--- config.mk ---
export PLATFORM = sky130hd
export DESIGN_NAME = gmii_eth_tx
export DESIGN_NICKNAME = d
export VERILOG_FILES = /design/src/rtl/gmii_eth_tx.sv
export SDC_FILE = /design/constraint.sdc
export NUM_CORES = 1
export LEC_CHECK = 0
export ABC_AREA = 1
export BUFFER_PORTS_ARGS = -buffer_cell sky130_fd_sc_hd__buf_2
export CAP_MARGIN = 20
export CORE_ASPECT_RATIO = 0.75
export CORE_MARGIN = 1.5
export CORE_UTILIZATION = 55
export CTS_BUF_LIST = sky130_fd_sc_hd__clkbuf_2 sky130_fd_sc_hd__clkbuf_4 sky130_fd_sc_hd__clkbuf_8
export CTS_CLUSTER_DIAMETER = 30
export DETAILED_ROUTE_END_ITERATION = 10
export GPL_TIMING_DRIVEN = 0
export PLACE_DENSITY = 0.85
export RECOVER_POWER = 25
export SETUP_SLACK_MARGIN = 0.05
export SLEW_MARGIN = 20
export SYNTH_ARGS = -nofsm -noshare
export SYNTH_HDL_FRONTEND = slang
export SYNTH_SLANG_ARGS = --single-unit
--- constraint.sdc ---
create_clock -name clk -period 4.8 [get_ports clk]
set_input_delay 0.48 -clock clk [delete_from_list [all_inputs] [get_ports clk]]
set_output_delay 0.48 -clock clk [all_outputs]
set_load 0.01 [all_outputs]
--- src/rtl/gmii_eth_tx.sv ---
// GMII Ethernet frame transmitter: preamble, SFD, payload, pad, FCS, IFG.
// Optional zero-padding of short frames is enabled by GMII_TX_PAD_EN.
module gmii_eth_tx #(
    parameter int LEN_W      = 11,
    parameter int MIN_FRAME  = 60,
    parameter int IFG_CYCLES = 12
) (
    input  logic             clk,
    input  logic             rst,
    input  logic             tx_start,
    input  logic [LEN_W-1:0] tx_len,
    input  logic [7:0]       tx_data,
    output logic             data_req,
    output logic             crc_clr,
    output logic             crc_en,
    output logic [7:0]       crc_din,
    input  logic [31:0]      crc_data,
    output logic             gmii_tx_en,
    output logic [7:0]       gmii_txd,
    output logic             tx_busy,
    output logic             tx_done
);

    typedef enum logic [2:0] {
        IDLE,
        PRE,
        SFD,
        DATA,
`ifdef GMII_TX_PAD_EN
        PAD,
`endif
        FCS,
        IFG
    } state_t;

    // state names what is currently on the wire; outputs are loaded from state_n
    state_t           state, state_n, after_data;
    logic [LEN_W-1:0] cnt, cnt_n, len_q, len_n, after_cnt;
    logic [7:0]       txd_n;
    logic             en_n;
    logic [31:0]      crc_rev;

`ifdef GMII_TX_PAD_EN
    // pad continues the body count so PAD ends at MIN_FRAME-1
    always_comb begin
        after_data = FCS;
        after_cnt  = '0;
        if (len_q < LEN_W'(MIN_FRAME)) begin
            after_data = PAD;
            after_cnt  = len_q;
        end
    end
`else
    assign after_data = FCS;
    assign after_cnt  = '0;
`endif

    always_comb begin
        for (int j = 0; j < 32; j++) crc_rev[j] = crc_data[31-j];
    end

    always_ff @(posedge clk or posedge rst) begin
        if (rst) begin
            state      <= IDLE;
            cnt        <= '0;
            len_q      <= '0;
            gmii_tx_en <= 1'b0;
            gmii_txd   <= 8'h00;
        end else begin
            state      <= state_n;
            cnt        <= cnt_n;
            len_q      <= len_n;
            gmii_tx_en <= en_n;
            gmii_txd   <= txd_n;
        end
    end

    always_comb begin
        state_n = state;
        cnt_n   = cnt;
        len_n   = len_q;
        case (state)
            IDLE: begin
                if (tx_start) begin
                    state_n = PRE;
                    cnt_n   = '0;
                    len_n   = tx_len;
                end
            end
            PRE: begin
                if (cnt == LEN_W'(6)) begin
                    state_n = SFD;
                    cnt_n   = '0;
                end else begin
                    cnt_n = cnt + LEN_W'(1);
                end
            end
            SFD: begin
                if (len_q != '0) begin
                    state_n = DATA;
                    cnt_n   = '0;
                end else begin
                    state_n = after_data;
                    cnt_n   = after_cnt;
                end
            end
            DATA: begin
                if (cnt == len_q - LEN_W'(1)) begin
                    state_n = after_data;
                    cnt_n   = after_cnt;
                end else begin
                    cnt_n = cnt + LEN_W'(1);
                end
            end
`ifdef GMII_TX_PAD_EN
            PAD: begin
                if (cnt == LEN_W'(MIN_FRAME - 1)) begin
                    state_n = FCS;
                    cnt_n   = '0;
                end else begin
                    cnt_n = cnt + LEN_W'(1);
                end
            end
`endif
            FCS: begin
                if (cnt == LEN_W'(3)) begin
                    state_n = IFG;
                    cnt_n   = '0;
                end else begin
                    cnt_n = cnt + LEN_W'(1);
                end
            end
            IFG: begin
                if (cnt == LEN_W'(IFG_CYCLES - 1)) begin
                    state_n = IDLE;
                    cnt_n   = '0;
                end else begin
                    cnt_n = cnt + LEN_W'(1);
                end
            end
            default: begin
                state_n = IDLE;
                cnt_n   = '0;
            end
        endcase
    end

    always_comb begin
        en_n     = 1'b0;
        txd_n    = 8'h00;
        data_req = 1'b0;
        crc_clr  = 1'b0;
        crc_en   = 1'b0;
        crc_din  = 8'h00;
        case (state_n)
            PRE: begin
                en_n  = 1'b1;
                txd_n = 8'h55;
            end
            SFD: begin
                en_n    = 1'b1;
                txd_n   = 8'hD5;
                crc_clr = 1'b1;
            end
            DATA: begin
                en_n     = 1'b1;
                txd_n    = tx_data;
                data_req = 1'b1;
                crc_en   = 1'b1;
                crc_din  = tx_data;
            end
`ifdef GMII_TX_PAD_EN
            PAD: begin
                en_n   = 1'b1;
                crc_en = 1'b1;
            end
`endif
            FCS: begin
                // FCS byte k is the complemented, bit-reversed CRC byte k
                en_n  = 1'b1;
                txd_n = ~crc_rev[8*cnt_n[1:0] +: 8];
            end
            default: ;
        endcase
    end

    assign tx_busy = (state != IDLE);
    assign tx_done = (state == IFG) && (cnt == LEN_W'(IFG_CYCLES - 1));

endmodule

Word-level counts from Yosys, hierarchy flattened. Cells that the tools add are included.

Input bits: 54. Output and inout bits: 22. Bits in registers: 34.

Equal/unequal tests: 14. Bitwise gates (word level): 1. Reductions and logical operators: 6. Mux-type cells: 18. Shift-type cells: 1. Add/sub/neg operators: 2.

Operators by type and width (count): $mux W11 (5); $pmux W11 S5 (1); $pmux W8 S4 (1); $shiftx A32 B6 Y8 (1); $mux W3 (6); $pmux W3 S6 (1); $eq A3 B2 Y1 const B (4); $add A11 B1 Y11 const B (1); $eq A11 B11 Y1 (1); $eq A11 B2 Y1 const B (1); $eq A11 B3 Y1 const B (1); $eq A11 B4 Y1 const B (1); $reduce_bool A11 Y1 (1); $sub A11 B1 Y11 const B (1); $eq A3 B3 Y1 const B (3); $mux W8 (1); $not A8 Y8 (1); $eq A3 B1 Y1 const B (2); $reduce_or A4 Y1 (1); $logic_not A3 Y1 (1); $mux W1 (3); $reduce_bool A3 Y1 (1); $ne A2 B2 Y1 const B (1); $reduce_and A2 Y1 (1); $logic_and A1 B1 Y1 (1).

Logic depth before layout (Yosys ltp).
Depth in word-level cells: 7. Mapped depth: 19. Gate-level depth less buffers: 19.

Least setup slack after synthesis. No wires, ideal clock.

Kind: flip-flop to output port. From: register len_q[0]. To: output port data_req. Cell stages (with the launch flop): 13. Required time: 4.320 ns. Path slack: 2.430 ns. Arrival time: 1.890 ns. Path buffers: 1. Cells stage by stage: dfrtp_1 -> inv_2 -> ha_1 -> nand3_1 -> inv_2 -> nand3b_2 -> nand3_1 -> nand2_2 -> nor2_4 -> nand2_2 -> a21boi_4 -> inv_1 -> buf_4.

Cells in the longest elaborated chain, start to end: 6.

RTL lines: from (decl) (line 38) `logic [LEN_W-1:0] cnt, cnt_n, len_q, len_n, after_cnt;`; from (signal assigned) (line 72) `len_q <= len_n;`; $sub A11 B1 Y11 (line 108) `if (cnt == len_q - LEN_W'(1)) begin`; $eq A11 B11 Y1 (line 108); $mux W3 (line 108); $pmux W3 S6 * (line 82) `case (state)`; $eq A3 B2 Y1 *; $mux W1 *; to (decl) (line 13) `output logic data_req,`.

Mark *: on every way between the ends. The rest lies on a longest branch, timed or not.

Worst setup path in the final report.
From: register len_q[0]. To: output port crc_din[2].

Cells in the longest elaborated chain, start to end: 6.

RTL lines: $sub A11 B1 Y11 (line 108); $eq A11 B11 Y1 (line 108); $mux W3 (line 108); $pmux W3 S6 * (line 82); $eq A3 B2 Y1 * (line 155) `case (state_n)`; $mux W8 * (line 155); to (decl) (line 16) `output logic [7:0] crc_din,`.

Marks and branches as above.

==> results.txt <==
The area growth from synthesis to layout is 21.3%. The total global routing overflow is 0. The final worst clock skew came out at about 0.0082 ns. Port buffering added between 70 and 80 buffers. Timing would allow up to ~0.32 GHz. The hold-fix buffer count after cts came out at 0. The final critical-path setup slack is roughly 1.7 ns. Clock tree synthesis selected as its root buffer the cell sky130_fd_sc_hd__clkbuf_8. The global placer's final weighted congestion came out at 0.881. The antenna diode count is 0. The arrival time at the worst endpoint came out at roughly 2.6 ns. The routed layout has about 2.6k vias. Synthesis inferred 34 register bits. The die width came out at roughly 81 um. Once layout is complete, the cells apart from fillers number approximately 500. Summed over all nets, the switching power comes to 0.870 mW. The height of the die is 61.6 um.

The sequential group share of total power came out at roughly a quarter. The fraction of layout cells with a size suffix above 1 came out at about a quarter. The type of element capturing the critical path is an output port. The site row count is 21.

For this design, the sink count on the clock tree is 34. The final number of setup-violating endpoints came out at 0. The total of max-cap violations is 0.

For this run, design rule violations remaining after detail routing come to 0. The slew at the pin with the worst max-slew slack came out at about 1.3 ns. Dividing total power by cell area gives a power density of 574 nW/um^2. The element type at the critical path start is a flip-flop.

Of all cell types, the one taking the most synthesized area is sky130_fd_sc_hd__dfrtp_1. The total global-route track usage is around a quarter. The cell-internal power came out at approximately 0.88 mW. After routing, the total negative slack on setup checks comes to 0 ns. After synthesis the cells add up to around 2500 um^2. The number of clock buffers inserted by TritonCTS came out at 5. Setup repair after global routing left no endpoint under its margin.

The placeable core area is ~4400 um^2. The classification of the worst setup path is flip-flop to output port. The buffer depth of the longest clock path is 2. The detailed-placement wirelength estimate came out at approximately 4800 um.

The clock-pin slew on the worst setup and hold paths came out at 0.08 ns. The sequential cell area fraction in the yosys report is between 30% and 40%. The net switching share of the total power is 49.7%. The layout net count is between 500 and 600. The pre-antenna-repair detailed-routing pass consisted of 4 iterations.

Summed over all cells, the static leakage comes to 1.71 nW. The min-delay analysis places its worst path in the category input pin to flip-flop. The mean area per synthesized cell came out at 6.86 um^2. The worst endpoint required time came out at 4.32 ns.

In this run the worst path has a maximum fanout of 10. The count of instances resized after the clock tree is built is 0. The initial antenna violation count is 0. The worst slack at placement came out at slightly above 2 ns.

Dividing the detail-routed via count by the number of cells gives between 5 and 6. The initial core utilization came out at between 50% and 60%. Final hold analysis gives a worst-case slack of between 0.3 and 0.4 ns.

The wire length reported by the detailed router came out at around 6000 um. The iteration-0 DRC count of the detailed router is between 150 and 200. The flow ran to the end, and the final reports show no timing, DRC or antenna violations. The residual antenna-violating net count after detailed routing is 0. The part of the total power dissipated in combinational logic is 60.7%. After detailed routing, the average wire length per cell comes to 11.9 um. The source-to-sink clock delay at the later pin of the worst-skew pair came out at ~0.29 ns. The max-slew violation count is 0. The library cells used most frequently in the layout, excluding fill and tap cells, are sky130_fd_sc_hd__nand2_1, sky130_fd_sc_hd__buf_2, sky130_fd_sc_hd__inv_1. Counting I/O delays and the setup requirement, the final critical path takes a little over 3 ns. The via count of the first global-routing pass came out at about 2.2k. The H-tree level count came out at 2. The first global-routing pass estimated about 9700 um of wire. For this run, the number of Yosys warnings is 0. The number of distinct library cells after synthesis came out at 37.

The cell count after synthesis came out at roughly 370. The largest net degree at the start of global routing is 35. The fraction of synthesized cell area taken by the top area cell type came out at approximately a third.

In this run the count of I/O pins placed on the die edge is 76. Ranked by total cell area, the synthesized netlist is headed by sky130_fd_sc_hd__dfrtp_1, sky130_fd_sc_hd__nand3_1, sky130_fd_sc_hd__nand2_1. IR analysis of the VDD net gives a maximum drop of just under 0.3 mV. The post-CTS repair timing setup buffer count is 0. The total placed cells including tap cells came out at about 500. The worst path uses approximately two thirds of the clock period. The TritonCTS clock tree is built. The worst-case headroom to the max-slew limit is 13.1%.

Setup slack on the worst reg-to-reg path comes out at roughly 2.2 ns. The total nets after synthesis came out at 424. The final hold violation count is 0. The die outline area came out at ~5000 um^2. The fraction of power consumed by the clock network came out at between 10% and 20%.
[stage by stage]
stage | util [%] | cell area [um^2] | total power, mW
3_3_place_gp | 66.7 | 2960 | 1.48
3_5_place_dp | 66.7 | 2960 | 1.53
6_report | 68.8 | 3050 | 1.75
2_1_floorplan | - | 2520 | 1.26
4_1_cts | 68.8 | 3050 | 1.75
5_1_grt | 68.8 | 3050 | 1.92
[layer usage]
layer / wire length (um) / vias to the layer above / part of all wire [%] / track usage [%]
met5: 0 / - / 0 / 0
li1: - / 1314 / - / -
met4: 47 / 0 / 0.78 / 7.88
met3: 399 / 5 / 6.6 / 5.63
met2: 2820 / 81 / 46 / 40.6
met1: 2790 / 1182 / 46 / 36.1
[cell type report]
class                           instances  area [um^2]
Clock buffer                            6         76.3
Sequential cell                        34          851
Inverter                               81          304
Fill cell                             398         1390
Timing Repair Buffer                   75          375
Multi-Input combinational cell        245         1320
Buffer                                  7         38.8
Tap cell                               57         71.3
Clock inverter                          2         13.8
[synth_stat cells (all sizes together)]
cell / count
nand2: 83
inv: 81
nand3: 64
dfrtp: 34
nor2: 30
o21ai: 17
xnor2: 8
xor2: 7
a21oi: 6
nor3: 6
nand3b: 5
nand4: 5
clkbuf: 4
buf: 3
ha: 3
nor4: 3
o31ai: 2
a21boi: 1
a221oi: 1
a41oi: 1
and2: 1
nor3b: 1
o22ai: 1
[state kept, by name, indices dropped and copies added, names as in the netlist]
| signal | cells |
|---|---|
| cnt | 11 |
| len_q | 11 |
| gmii_txd | 8 |
| state | 3 |
| gmii_tx_en | 1 |
[worst max-delay path, cell delays in order (launching register included)]
cell,delay [ns]
sky130_fd_sc_hd__dfrtp_1,0.39
sky130_fd_sc_hd__inv_2,0.09
sky130_fd_sc_hd__ha_1,0.27
sky130_fd_sc_hd__nand3_1,0.15
sky130_fd_sc_hd__inv_2,0.10
sky130_fd_sc_hd__nand3b_2,0.12
sky130_fd_sc_hd__nand3_1,0.13
sky130_fd_sc_hd__nand2_2,0.07
sky130_fd_sc_hd__nor2_4,0.12
sky130_fd_sc_hd__nand2_2,0.08
sky130_fd_sc_hd__a21boi_4,0.31
sky130_fd_sc_hd__inv_1,0.20
sky130_fd_sc_hd__nand2_1,0.13
sky130_fd_sc_hd__inv_1,0.04
sky130_fd_sc_hd__buf_2,0.13
[power groups by stage]
stage          Sequential (mW)  Combinational [mW]  Clock (mW)
2_1_floorplan            0.471               0.793           0
3_3_place_gp             0.466                1.02           0
3_5_place_dp             0.471                1.06           0
4_1_cts                  0.466                1.06       0.225
5_1_grt                  0.481                1.20       0.242
6_report                 0.466                1.06       0.222
[logic make-up (layout without fill, tap and decap cells)]
family | after synthesis | count (layout) | share of synthesized area, %
AOI/OAI and AO/OA | 29 | 29 | 7.46
xor gates and xnor gates | 15 | 15 | 5.22
adders and majority gates | 3 | 3 | 1.49
buffers and inverters | 88 | 171 | 13.6
DFF | 34 | 34 | 33.8
and+or+nand+nor | 198 | 198 | 38.4
[final timing paths]
kind                                  from          end  depth (start not counted)
max in group asynchronous              rst       cnt[2]                          2
worst min register to register   len_q[10]    len_q[10]                          2
min in group asynchronous              rst  gmii_txd[6]                          2
worst min-delay path            tx_len[10]    len_q[10]                          3
worst max-delay path              len_q[0]   crc_din[2]                         14
worst max register to register    len_q[0]  gmii_txd[6]                         17
Power figures use the tool's default switching activity.
